**src/rtl/fb_arbiter.sv**
```systemverilog
// Single-port framebuffer arbiter: display reads pre-empt clear fills, which pre-empt writer writes.
// Memory access is combinational in the granting cycle; PixelOut lags its coordinate by two cycles; WrReady drops on display slots and ClearReq.
module fb_arbiter #(
    parameter int BYTES_PER_LINE = 80,
    parameter int MEM_DEPTH      = 38400,
    parameter int ADDR_W         = 16
) (
    input  logic              CLK_25,
    input  logic              Reset,
    input  logic [9:0]        PixelX,
    input  logic [9:0]        PixelY,
    input  logic              InDisplayArea,
    input  logic              WrValid,
    input  logic [ADDR_W-1:0] WrAddr,
    input  logic [7:0]        WrData,
    output logic              WrReady,
    input  logic              ClearReq,
    input  logic [7:0]        ClearData,
    output logic              ClearBusy,
    output logic [ADDR_W-1:0] MemAddr,
    output logic              MemWe,
    output logic [7:0]        MemWrData,
    input  logic [7:0]        MemRdData,
    output logic              PixelOut,
    output logic [7:0]        DropCnt
);
    typedef enum logic {IDLE, CLEAR} state_t;

    localparam logic [ADDR_W-1:0] LAST_ADDR = ADDR_W'(MEM_DEPTH - 1);

    state_t            state_q;
    logic              busy_q;
    logic [ADDR_W-1:0] ptr_q;
    logic [ADDR_W-1:0] mem_addr_q;
    logic [7:0]        fill_q;
    logic [7:0]        drop_q;
    logic              vis_q;
    logic              slot_q;
    logic [2:0]        xlo_q;
    logic [7:0]        byte_q;
    logic              pix_out_q;

    logic              slot;
    logic              wr_rdy;
    logic              wr_acc;
    logic              wr_drop;
    logic              clr_wr;
    logic [ADDR_W-1:0] disp_addr;
    logic [ADDR_W-1:0] addr_d;
    logic              we_d;
    logic [7:0]        wdat_d;
    logic [7:0]        byte_cur;

    always_comb begin
        slot      = InDisplayArea && (PixelX[2:0] == 3'd0);
        disp_addr = ADDR_W'(PixelY) * ADDR_W'(BYTES_PER_LINE) + ADDR_W'(PixelX[9:3]);
        wr_rdy    = Reset && (state_q == IDLE) && !slot && !ClearReq;
        wr_acc    = wr_rdy && WrValid;
        wr_drop   = wr_acc && (WrAddr > LAST_ADDR);
        clr_wr    = (state_q == CLEAR) && !slot;
        addr_d    = mem_addr_q;
        we_d      = 1'b0;
        wdat_d    = 8'h00;
        if (slot) begin
            addr_d = disp_addr;
        end else if (clr_wr) begin
            addr_d = ptr_q;
            we_d   = 1'b1;
            wdat_d = fill_q;
        end else if (wr_acc && !wr_drop) begin
            addr_d = WrAddr;
            we_d   = 1'b1;
            wdat_d = WrData;
        end
        // Reset forces the RAM port quiet immediately, not just at the next edge.
        if (!Reset) begin
            addr_d = '0;
            we_d   = 1'b0;
            wdat_d = 8'h00;
        end
        // The RAM returns the slot byte one cycle late; later pixels of the group reuse the held copy.
        byte_cur = slot_q ? MemRdData : byte_q;
    end

    always_ff @(posedge CLK_25 or negedge Reset) begin
        if (!Reset) begin
            state_q    <= IDLE;
            busy_q     <= 1'b0;
            ptr_q      <= '0;
            fill_q     <= 8'h00;
            drop_q     <= 8'h00;
            mem_addr_q <= '0;
            vis_q      <= 1'b0;
            slot_q     <= 1'b0;
            xlo_q      <= 3'd0;
            byte_q     <= 8'h00;
            pix_out_q  <= 1'b0;
        end else begin
            mem_addr_q <= addr_d;
            vis_q      <= InDisplayArea;
            slot_q     <= slot;
            xlo_q      <= PixelX[2:0];
            byte_q     <= byte_cur;
            pix_out_q  <= vis_q & byte_cur[3'd7 - xlo_q];
            if (wr_drop && (drop_q != 8'hFF)) begin
                drop_q <= drop_q + 8'd1;
            end
            if (state_q == IDLE) begin
                if (ClearReq) begin
                    state_q <= CLEAR;
                    busy_q  <= 1'b1;
                    ptr_q   <= '0;
                    fill_q  <= ClearData;
                end
            end else if (clr_wr) begin
                ptr_q <= ptr_q + ADDR_W'(1);
                if (ptr_q == LAST_ADDR) begin
                    state_q <= IDLE;
                    busy_q  <= 1'b0;
                end
            end
        end
    end

    assign WrReady   = wr_rdy;
    assign ClearBusy = busy_q;
    assign MemAddr   = addr_d;
    assign MemWe     = we_d;
    assign MemWrData = wdat_d;
    assign PixelOut  = pix_out_q;
    assign DropCnt   = drop_q;

endmodule

```
**config.mk**
```make
export PLATFORM = sky130hd
export DESIGN_NAME = fb_arbiter
export DESIGN_NICKNAME = d
export VERILOG_FILES = /design/src/rtl/fb_arbiter.sv
export SDC_FILE = /design/constraint.sdc
export NUM_CORES = 1
export LEC_CHECK = 0
export CAP_MARGIN = 20
export CORE_MARGIN = 4
export CORE_UTILIZATION = 35
export CTS_CLUSTER_DIAMETER = 120
export DETAILED_ROUTE_END_ITERATION = 8
export SYNTH_ARGS = -nofsm -noshare
export SYNTH_HDL_FRONTEND = slang
export SYNTH_SLANG_ARGS = --single-unit
```
**constraint.sdc**
```tcl
create_clock -name CLK_25 -period 5 [get_ports CLK_25]
set_clock_uncertainty 0.05 [all_clocks]
set_input_delay 0.75 -clock CLK_25 [delete_from_list [all_inputs] [get_ports CLK_25]]
set_output_delay 0.75 -clock CLK_25 [all_outputs]
set_load 0.03 [all_outputs]
```
# Word level (Yosys, flattened, before mapping)
# Cells that the tools add are included.
# W data, S select, Z words.
# word_totals
regBits	64
latchBits	0
ram_bits	0
romBits	0
input_bits	65
wordCells	67
mem_count	0
# classes
add_sub_neg	4
multipliers	1
div	0
order_cmp	2
n_eq_ne	4
shifts	0
mux	26
bitwise	2
n_reduce_logical	17
# ops
op	n
$mux W16	7
$mux W8	5
$add A16 B1 Y16 const B	1
$add A16 B7 Y16	1
$eq A16 B16 Y1 const B	1
$gt A16 B16 Y1 const B	1
$mux W1	13
$mul A10 B3 Y12 const B	1
$logic_and A1 B1 Y1	9
$add A8 B1 Y8 const B	1
$ne A8 B8 Y1 const B	1
$lt A3 B4 Y1 const B	1
$ne A2 B1 Y1 const B	2
$reduce_and A2 Y1	2
$bmux W1 S3	1
$logic_not A1 Y1	3
$logic_not A3 Y1	1
$reduce_and A3 Y1	1
$sub A3 B3 Y3 const A	1
$reduce_bool A2 Y1	1
$and A1 B1 Y1	1
$not A1 Y1	1

# Logic depth before layout (Yosys ltp)
# Gate-level depths: netlist of the first run.
# depth
ltp_word	13
mapped_depth	9

# Worst setup path after synthesis of the first run
# OpenSTA, ideal clock, no wires.
# synth_path
path_type	input port to output port
startpoint	input port PixelY[1]
endpoint	output port MemAddr[15]
arrival_ps	3615
setup_slack_ps	585
path_stages	9
n_path_buf	0
cell_sequence	ha_1 -> ha_1 -> fa_1 -> a21o_1 -> a221oi_1 -> xnor2_1 -> nand2_1 -> or4_1 -> a31oi_1
# synth_via
elab_chain_len	4
# synth_rtl
element	line	source
start, declared	11	input logic [9:0] PixelY,
$mul A10 B3 Y12	56	disp_addr = ADDR_W'(PixelY) * ADDR_W'(BYTES_PER_LINE) + ADDR_W'(PixelX[9:3]);
$add A16 B7 Y16	56	
$mux W16	64	if (slot) begin
$mux W16	76	if (!Reset) begin
end, declared	20	output logic [ADDR_W-1:0] MemAddr,
# Every way passes these cells.

# Worst setup path after layout of the first run
# Ends and elaborated chain as after synthesis.

==> reports/summary.txt, run 1 <==
detailed placement HPWL -> 7.948 mm
TritonCTS clock tree -> built
Peak VDD IR -> 0.0001159 V
clock root buffer -> clkbuf_8
crit path time final -> 4.789 ns
Tcrit/Tclk final -> 0.9577
RSZ-0062 raised after global routing -> no
Placed Cells -> 610
Skew-Pair Late Insertion Delay -> 0.34 ns
Hold Path Class -> in -> async
Synth-to-Final Area Change -> 34.27%
Via-to-Cell Ratio -> 5.200
chip width -> 113.8 microns
Post-CTS Setup Bufs -> 0
Reg clk slew, reported paths -> 0.09 ns
slew of the pin with the lowest slew margin -> 0.8407 ns
Layout Cells excl Fill -> 626
deepest clock path buffer count -> 2
Setup Total Neg Slack -> 0 ns
pwr/cell area -> 296.9 mW/mm^2
Vias -> 3,255
Antenna diodes -> 0
Slew Limit Fails -> 0
Seq/Total Area, Yosys -> 0.4088
number of max-cap violations -> 0
die area -> 0.01295 sq mm
count of input and output buffers -> 100
Synth area leaders -> dfrtp_1 (41%), mux2_2 (9.2%), ha_1 (6.7%)
CTS Sinks -> 64
Yosys top cell area share -> 0.4088
TritonCTS buffer count -> 9
Slew Limit Headroom -> 0.4382
# hold bufs at CTS -> 0
FP Rows -> 38
Crit Path Category -> in -> out
antenna violations before repair -> 0
run status -> complete, no violations
pin count of the biggest net entering global routing -> 59
Async S/R FF share, synth -> 1.000
Reg-to-Reg Start -> state_q$_DFF_PN0_
Synth area leader -> dfrtp_1
final hold vios -> 0
Mapped Area -> 0.003918 sq mm
Avg WL per Cell -> 16.60 microns
CORE AREA -> 0.01089 sq mm
starting density of the core -> 0.3598
Leakage -> 2.299 nW
RR Endpoint -> ptr_q[15]$_DFFE_PN0P_
I/O Pins -> 101
vias in the first global route -> 3,268
Max Fclk -> 208.8 MHz
startpoint types -> primary input
share of cells above drive strength 1 -> 0.1790
R2R cell count -> 5
Synth Warn # -> 0
Req. time, crit path -> 4.20 ns
synth unique cells -> 59
nature of the critical path endpoint -> primary output
instance count of the mapped netlist -> 383
WL final -> 10.39 mm
Post-synth EDFFs -> 0
Die H -> 113.8 microns
Final Setup Violations -> 0
total gr overflow -> 0
DRT Pass-1 Iters -> 4
Post-route DRC -> 0
Initial DRC Count -> 140
maximum fanout along the worst path -> 4
Fin Hold WS -> 0.2400 ns
routability cong. -> 0.8072
H-tree lvl count -> 3
Final Total Pwr -> 1.561 mW
fin nets -> 569
Yosys reg bits -> 64
post-cts sizing count -> 0
average instance area after synthesis -> 10.23 sq um
fin util -> 0.4831
global-route wire length before repair -> 16.95 mm
post-route ant nets -> 0
Post-synth top flop -> dfrtp_1
Worst EP arrival -> 3.99 ns
reg-to-reg slack, setup -> 2.05 ns
Syn Nets -> 471
Overall Global Routing Usage -> 0.1634
==> power breakdown <==
group	internal (mW)	switching (mW)
Clock	0.286	0.222
Combinational	0.204	0.210
Sequential	0.581	0.0581
==> flip-flops by register name (all words and copies together) (netlist names), 3 cells and up <==
register,flops
DropCnt,8
ptr_q,16
byte_q,8
xlo_q,3
fill_q,8
mem_addr_q,16
==> metal layers <==
metal	vias to the layer above	wire, microns	global-route usage
met1	1574	4795	0.2242
met2	67	5095	0.2705
met5	-	0	0
met3	10	363	0.01963
li1	1604	-	-
met4	0	138	0.05146
==> layout make-up <==
| cell class | count | area [sq um] |
|---|---|---|
| Clock buffer | 9 | 123.9 |
| Timing Repair Buffer | 108 | 1044 |
| Multi-Input combinational cell | 293 | 2197 |
| Inverter | 5 | 18.77 |
| Tap cell | 140 | 175.2 |
| Clock inverter | 7 | 100.1 |
| Fill cell | 1026 | 5628 |
| Sequential cell | 64 | 1602 |
==> worst max path at each step <==
stage | endpoint | startpoint | slack [ns]
6_report | MemAddr[15] | PixelY[1] | 0.21
5_1_grt | MemAddr[15] | PixelY[1] | 0.03
4_1_cts | MemAddr[15] | PixelY[1] | 0.09
3_5_place_dp | MemAddr[15] | PixelY[1] | 0.10
3_3_place_gp | MemAddr[15] | PixelY[1] | 0.11
2_1_floorplan | MemAddr[15] | PixelY[1] | 0.59
==> Yosys cell counts (3+ instances only) <==
cell,count
dfrtp_1,64
nand2_1,38
mux2_2,32
o21ai_0,25
nand3_1,24
nor2_1,24
ha_1,21
mux2i_1,15
clkbuf_1,14
xnor2_1,13
a21oi_1,10
xor2_1,10
a22oi_1,8
nand4_1,6
a31oi_1,5
inv_1,5
nor3_1,5
a21o_1,4
a211o_1,3
and3_1,3
o211ai_1,3
o31ai_1,3
==> cells in the final DEF (no fill, tap or decap), drive strengths merged, types with 3 or more instances in the layout <==
cell type      synthesis  routed
dfrtp                 64      64
a21o                   5       5
a22oi                  8       8
a2111oi                3       3
a211o                  4       4
xor2                  10      10
nor2                  24      24
inv                    5       8
nand2                 38      38
and3                   3       3
o31ai                  3       3
nand4                  7       7
clkdlybuf4s50          0      83
mux2                  32      32
ha                    21      21
a21oi                 11      11
nor3                   5       5
o211ai                 3       3
clkbuf                15       9
buf                    6      25
o21ai                 25      25
mux2i                 15      15
a31oi                  5       5
nand3                 24      24
xnor2                 13      13
==> metrics by stage <==
| step | area (sq um) | worst slack [ns] |
|---|---|---|
| detailed placement | 5027 | 0.1013 |
| CTS | 5251 | 0.09186 |
| global route | 5260 | 0.03491 |
| global placement | 5027 | 0.1116 |
| floorplan | 3918 | 0.5853 |
| finish | 5260 | 0.2113 |
==> worst max-delay path, cell delays in order <==
cell	delay [ns]
clkdlybuf4s50_1	0.48
ha_1	0.32
ha_1	0.25
fa_2	0.39
a21o_1	0.24
a2111oi_4	0.35
a211o_2	0.20
nand2_1	0.07
or4_1	0.52
a31oi_1	0.18
buf_4	0.15
buf_12	0.11
==> cells by family after synthesis <==
group / synth area share
AND/OR/NAND/NOR: 0.1488
AO/OA/AOI/OAI: 0.1450
XOR/XNOR: 0.05142
buffers and inverters: 0.03258
flip-flops: 0.4088
adder cells (fa/ha/maj): 0.07729
multiplexers: 0.1361
No activity file was read; power rests on OpenSTA's default activity.
==> run 2, diff against run 1 <==
DONT_BUFFER_PORTS = 1   (was unset)
==> run 2 against run 1 <==
  * Clock-buffer cell count unchanged
  * Critical path type unchanged
  * Via count decreased by 11%
  * Combinational power decreased by 27%
  * Worst hold slack got worse by 0.20 ns
  * Cell count decreased by 16%
  * Non-clock buffer count decreased by 98
  * Sequential share of layout area increased by 7.4 points
  * Largest cell class unchanged
  * Wire length decreased by 6.7%
  * Global-route usage decreased by 1.2 points
  * Critical path depth decreased by 2
  * Register-to-register slack got worse by 0.09 ns
==> reports/summary.txt, run 2 (synthesis gave the netlist of run 1 again) <==
run status -> complete, no violations (unchanged)
vias in the first global route -> 2,881 (was 3,268)
count of input and output buffers -> 0 (was 100)
commonest non-fill, non-tap cell in the layout -> dfrtp_1 (was clkdlybuf4s50_1)
die area -> 0.01295 sq mm (unchanged)
routed wl met3 -> 810 microns (was 363 microns)
Setup Total Neg Slack -> 0 ns (unchanged)
Via-to-Cell Ratio -> 5.479 (was 5.200)
DRT Pass-1 Iters -> 4 (unchanged)
startpoint types -> primary input (unchanged)
deepest clock path buffer count -> 2 (unchanged)
crit path time final -> 4.303 ns (was 4.789 ns)
starting density of the core -> 0.3598 (unchanged)
chip width -> 113.8 microns (unchanged)
TritonCTS clock tree -> built (unchanged)
Gate power share -> 0.226 (was 0.265)
maximum fanout along the worst path -> 4 (unchanged)
antenna violations before repair -> 1 (was 0)
Skew-Pair Late Insertion Delay -> 0.34 ns (about the same)
Avg WL per Cell -> 18.37 microns (was 16.60 microns)
CORE AREA -> 0.01089 sq mm (unchanged)
worst stage delay on the critical path -> 0.52 ns (about the same)
WL final -> 9.697 mm (was 10.39 mm)
filler instances -> 1,091 (was 1,026)
fin nets -> 471 (was 569)
number of max-cap violations -> 0 (unchanged)
DP Area -> 0.004059 sq mm (was 0.005027 sq mm)
TritonCTS buffer count -> 9 (unchanged)
Slew Limit Headroom -> 0.2911 (was 0.4382)
Final Setup Violations -> 0 (unchanged)
P_sw -> 0.4516 mW (was 0.4907 mW)
most frequent cells in the layout -> dfrtp_1 (64), nand2_1 (38), mux2_2 (32), o21ai_0 (25) (was clkdlybuf4s50_1 (83), dfrtp_1 (64), nand2_1 (38), mux2_2 (32), o21ai_0 (25))
Vias -> 2,893 (was 3,255)
post-route ant nets -> 0 (unchanged)
Largest regs -> mem_addr_q: 16 flops, ptr_q: 16 flops (unchanged)
register share of total power -> 0.477 (was 0.409)
CP max stage cell -> or4_1 (unchanged)
Reg clk slew, reported paths -> 0.08 ns (was 0.09 ns)
FP Rows -> 38 (unchanged)
CP cell instances -> ha_1 > ha_1 > fa_1 > a21o_1 > a221oi_1 > xnor2_1 > nand2_1 > or4_1 > a31oi_1 > buf_4 (was clkdlybuf4s50_1 > ha_1 > ha_1 > fa_2 > a21o_1 > a2111oi_4 > a211o_2 > nand2_1 > or4_1 > a31oi_1 > buf_4 > buf_12)
Slew Limit Fails -> 0 (unchanged)
Max Fclk -> 232.4 MHz (was 208.8 MHz)
total gr overflow -> 0 (unchanged)
Initial DRC Count -> 174 (was 140)
CP dominant cell by count -> ha_1 (unchanged)
nature of the critical path endpoint -> primary output (unchanged)
# hold bufs at CTS -> 0 (unchanged)
share of cells above drive strength 1 -> 0.1804 (was 0.1790)
Req. time, crit path -> 4.20 ns (about the same)
Final Total Pwr -> 1.342 mW (was 1.561 mW)
Antenna diodes -> 0 (unchanged)
highest metal used -> met5 (was met4)
H-tree lvl count -> 3 (unchanged)
Post-route DRC -> 0 (unchanged)
RSZ-0062 raised after global routing -> no (unchanged)
Post-CTS Setup Bufs -> 0 (unchanged)
clock root buffer -> clkbuf_8 (unchanged)
Die H -> 113.8 microns (unchanged)
power share of the clock group -> 0.297 (was 0.326)
fin area -> 0.004230 sq mm (was 0.005260 sq mm)
Tcrit/Tclk final -> 0.8606 (was 0.9577)
Post-Place Worst Slack -> 0.6895 ns (was 0.1013 ns)
fin util -> 0.3885 (was 0.4831)
slew of the pin with the lowest slew margin -> 1.052 ns (was 0.8407 ns)
Hold Path Class -> in -> async (unchanged)
CP bufs+invs -> 1 (was 3)
Worst EP arrival -> 3.50 ns (was 3.99 ns)
I/O Pins -> 101 (unchanged)
Top delay family on crit path -> adder cells (was compound AO/OA/AOI/OAI gates)
detailed placement HPWL -> 7.223 mm (was 7.948 mm)
wire length on met2 -> 4.791 mm (was 5.095 mm)
CTS Sinks -> 64 (unchanged)
Crit Path Category -> in -> out (unchanged)
Switching Share -> 0.3364 (was 0.3142)
Int Pwr -> 0.8906 mW (was 1.071 mW)
met1 wire length -> 3.943 mm (was 4.795 mm)
worst setup margin -> 0.6968 ns (was 0.2113 ns)
pwr/cell area -> 317.3 mW/mm^2 (was 296.9 mW/mm^2)
routability cong. -> 0.8652 (was 0.8072)
global-route wire length before repair -> 15.47 mm (was 16.95 mm)
final hold vios -> 0 (unchanged)
Peak VDD IR -> 0.0001444 V (was 0.0001159 V)
pin count of the biggest net entering global routing -> 82 (was 59)
Synth-to-Final Area Change -> 7.985% (was 34.27%)
Overall Global Routing Usage -> 0.1514 (was 0.1634)
post-cts sizing count -> 0 (unchanged)
Leakage -> 1.869 nW (was 2.299 nW)
==> run 2: area by class of cell <==
cell class / instances / area [sq um] / share of cell area
Timing Repair Buffer: 10 / 75.07 / 0.01775
Clock buffer: 9 / 123.9 / 0.02928
Sequential cell: 64 / 1602 / 0.3786
Tap cell: 140 / 175.2 / 0.04141
Multi-Input combinational cell: 293 / 2188 / 0.5173
Clock inverter: 7 / 47.55 / 0.01124
Inverter: 5 / 18.77 / 0.004437
==> run 2: layer usage <==
layer,vias up,global-route usage
li1,1404,-
met1,1399,0.1819
met2,75,0.2473
met3,13,0.06207
met4,2,0.04988
met5,-,0
==> run 2: power by group through the flow <==
stage	sequential (mW)	clock [mW]	combinational, mW
3_3_place_gp	0.646	0	0.296
3_5_place_dp	0.650	0	0.304
5_1_grt	0.649	0.432	0.340
4_1_cts	0.639	0.407	0.305
6_report	0.641	0.399	0.303
2_1_floorplan	0.626	0	0.276
==> run 2: path summary, 6_finish.rpt <==
check                                       start                 endpoint  slack (ns)  cells after the start
worst min register to register    vis_q$_DFF_PN0_       PixelOut$_DFF_PN0_        0.41                      1
worst max-delay path                    PixelY[1]              MemAddr[15]        0.70                     10
max in group asynchronous                   Reset    fill_q[5]$_DFFE_PN0P_        4.74                      0
worst min-delay path                        Reset  mem_addr_q[8]$_DFF_PN0_        0.04                      0
worst max register to register  state_q$_DFF_PN0_  mem_addr_q[1]$_DFF_PN0_        1.96                      6
min in group CLK_25                     PixelX[1]       xlo_q[1]$_DFF_PN0_        0.38                      0
==> run 2: stage by stage <==
step / instances / hold WS (ns)
6_report: 528 / 0.04348
5_1_grt: 528 / 0.01558
4_1_cts: 528 / 0.02810
3_5_place_dp: 512 / 0.3898
3_3_place_gp: 512 / 0.3884
2_1_floorplan: 383 / 0.3777
==> run 3, diff against run 2 <==
clock period = 4 ns   (was 5 ns; I/O delays follow)
==> run 3 against run 2 <==
  * First-iteration DRC count decreased by 0.57%
  * Global-route usage increased by 1.0 points
  * Combinational power increased by 40%
  * Core utilization increased by 2.6 points
  * Via count increased by 5.2%
  * Sequential power increased by 25%
  * Critical path type unchanged
  * Critical endpoint unchanged
  * Largest cell class unchanged
  * Largest power group unchanged
==> reports/summary.txt, run 3 (synthesis gave the netlist of run 1 again) <==
run status -> complete, no violations (unchanged)
maximum fanout along the worst path -> 4 (unchanged)
Max Fclk -> 260.6 MHz
starting density of the core -> 0.3598 (unchanged)
Via-to-Cell Ratio -> 5.573 (was 5.479)
deepest clock path buffer count -> 2 (unchanged)
CTS Sinks -> 64 (unchanged)
Hold Path Class -> in -> async (unchanged)
R2R cell count -> 6 (unchanged)
Leakage -> 2.008 nW (was 1.869 nW)
Antenna diodes -> 0 (unchanged)
pin count of the biggest net entering global routing -> 65 (was 82)
number of max-cap violations -> 0 (unchanged)
Avg WL per Cell -> 18.29 microns (was 18.37 microns)
FP Rows -> 38 (unchanged)
pwr/cell area -> 435.8 mW/mm^2 (was 317.3 mW/mm^2)
share of cells above drive strength 1 -> 0.2266 (was 0.1804)
Initial DRC Count -> 173 (was 174)
CORE AREA -> 0.01089 sq mm (unchanged)
global-route wire length before repair -> 16.51 mm (was 15.47 mm)
Synth-to-Final Area Change -> 15.27% (was 7.985%)
fin nets -> 489 (was 471)
H-tree lvl count -> 3 (unchanged)
Vias -> 3,043 (was 2,893)
detailed placement HPWL -> 7.442 mm (was 7.223 mm)
Reg clk slew, reported paths -> 0.07 ns (was 0.08 ns)
Overall Global Routing Usage -> 0.1614 (was 0.1514)
startpoint types -> primary input (unchanged)
TritonCTS buffer count -> 9 (unchanged)
nature of the critical path endpoint -> primary output (unchanged)
final hold vios -> 0 (unchanged)
filler instances -> 1,065 (was 1,091)
fin util -> 0.4147 (was 0.3885)
vias in the first global route -> 3,150 (was 2,881)
clock root buffer -> clkbuf_8 (unchanged)
WL final -> 9.987 mm (was 9.697 mm)
TritonCTS clock tree -> built (unchanged)
Die H -> 113.8 microns (unchanged)
Peak VDD IR -> 0.0001743 V (was 0.0001444 V)
antenna violations before repair -> 0 (was 1)
die area -> 0.01295 sq mm (unchanged)
post-route ant nets -> 0 (unchanged)
fin area -> 0.004516 sq mm (was 0.004230 sq mm)
Worst EP arrival -> 3.19 ns (was 3.50 ns)
crit path time final -> 3.838 ns
chip width -> 113.8 microns (unchanged)
Slew Limit Headroom -> 0.2694 (was 0.2911)
CP max stage cell -> or4_4 (was or4_1)
Final Setup Violations -> 0 (unchanged)
RSZ-0062 raised after global routing -> no (unchanged)
reg-to-reg slack, setup -> 1.35 ns (was 1.96 ns)
Req. time, crit path -> 3.35 ns (was 4.20 ns)
Tcrit/Tclk final -> 0.9595
DRT Pass-1 Iters -> 4 (unchanged)
worst stage delay on the critical path -> 0.55 ns (was 0.52 ns)
I/O Pins -> 101 (unchanged)
DP Area -> 0.004190 sq mm (was 0.004059 sq mm)
Reg-to-Reg Start -> state_q$_DFF_PN0_ (unchanged)
Largest regs -> mem_addr_q: 16 flops, ptr_q: 16 flops (unchanged)
RR Endpoint -> mem_addr_q[5]$_DFF_PN0_ (was mem_addr_q[1]$_DFF_PN0_)
most frequent cells in the layout -> dfrtp_1 (64), nand2_1 (38), mux2_2 (32), buf_4 (26), o21ai_0 (25) (was dfrtp_1 (64), nand2_1 (38), mux2_2 (32), o21ai_0 (25))
slew of the pin with the lowest slew margin -> 1.084 ns (was 1.052 ns)
Post-route DRC -> 0 (unchanged)
Skew-Pair Late Insertion Delay -> 0.35 ns (was 0.34 ns)
count of input and output buffers -> 0 (unchanged)
total gr overflow -> 0 (unchanged)
Slew Limit Fails -> 0 (unchanged)
commonest non-fill, non-tap cell in the layout -> dfrtp_1 (unchanged)
Crit Path Category -> in -> out (unchanged)
routability cong. -> 0.8506 (was 0.8652)
CP cell instances -> ha_1 > ha_2 > fa_2 > a21o_4 > a2111oi_4 > a211o_2 > nand2_1 > or4_4 > a31oi_4 > buf_6 (was ha_1 > ha_1 > fa_1 > a21o_1 > a221oi_1 > xnor2_1 > nand2_1 > or4_1 > a31oi_1 > buf_4)
## run 3: cell count changes in the layout (fill, tap and decap cells not counted), moves of 2 or more
cell        before  now
buf_4           10   26
clkinv_2         3    0
bufinv_16        0    4
clkbuf_1         0    2
clkinvlp_4       2    0
## run 3: repair_timing
item                       CTS  global route
hold endpoints to repair    64             0
setup endpoints to repair    1             1
resized for setup            1             6
setup buffers                0             1
hold buffers                 1             0
pin swaps                    0             5
## run 3: metal layers
metal	part of all wire	up-vias	GRT usage
met3	0.071	13	0.05623
met5	0	-	0
met4	0.019	0	0.06017
met1	0.40	1510	0.1921
li1	-	1442	-
met2	0.51	78	0.2697
## run 3: worst max-delay path by stage
| stage | startpoint | endpoint | slack [ns] | cells after the start |
|---|---|---|---|---|
| after floorplan | PixelY[1] | MemAddr[15] | 0.02 | 9 |
| final | PixelY[1] | MemAddr[15] | 0.16 | 10 |
| after CTS | PixelY[1] | MemAddr[15] | 0.04 | 10 |
| after global routing | PixelY[1] | MemAddr[15] | 0.03 | 10 |
| after global placement | PixelY[1] | MemAddr[15] | 0.04 | 10 |
| after detailed placement | PixelY[1] | MemAddr[15] | -0.03 | 10 |
## run 3: final cells by class
type / count / area (sq um) / area share
multi-input combinational: 293 / 2226 / 0.4929
sequential: 64 / 1602 / 0.3547
timing repair buffer: 28 / 234.0 / 0.05181
tap: 140 / 175.2 / 0.03879
clock buffer: 11 / 131.4 / 0.02909
clock inverter: 5 / 128.9 / 0.02854
inverter: 5 / 18.77 / 0.004156
## run 3: worst max-delay path, delay by kind of cell
| family | cells | cell delay [ns] |
|---|---|---|
| buf+inv | 1 | 0.16 |
| simple gates | 2 | 0.62 |
| fa+ha+maj | 3 | 0.90 |
| compound gates | 4 | 0.91 |
## run 3: metrics by stage
stage | setup TNS (ns) | cells | hold slack, ns | power, mW | setup WS, ns
floorplan | 0 | 383 | 0.2544 | 1.128 | 0.01933
global placement | 0 | 528 | 0.2564 | 1.202 | 0.04392
detailed placement | -0.02558 | 528 | 0.2558 | 1.216 | -0.02558
CTS | 0 | 545 | 0.07163 | 1.975 | 0.03680
global route | 0 | 546 | 0.08379 | 2.076 | 0.02992
finish | 0 | 546 | 0.06989 | 1.968 | 0.1621
## run 3: report_power, final
| part | total, mW | leakage (nW) | internal (mW) | switching [mW] |
|---|---|---|---|---|
| clock | 0.740 | 0.128 | 0.479 | 0.261 |
| combinational | 0.425 | 1.05 | 0.185 | 0.240 |
| sequential | 0.803 | 0.833 | 0.727 | 0.0763 |
| total | 1.97 | 2.01 | 1.39 | 0.578 |
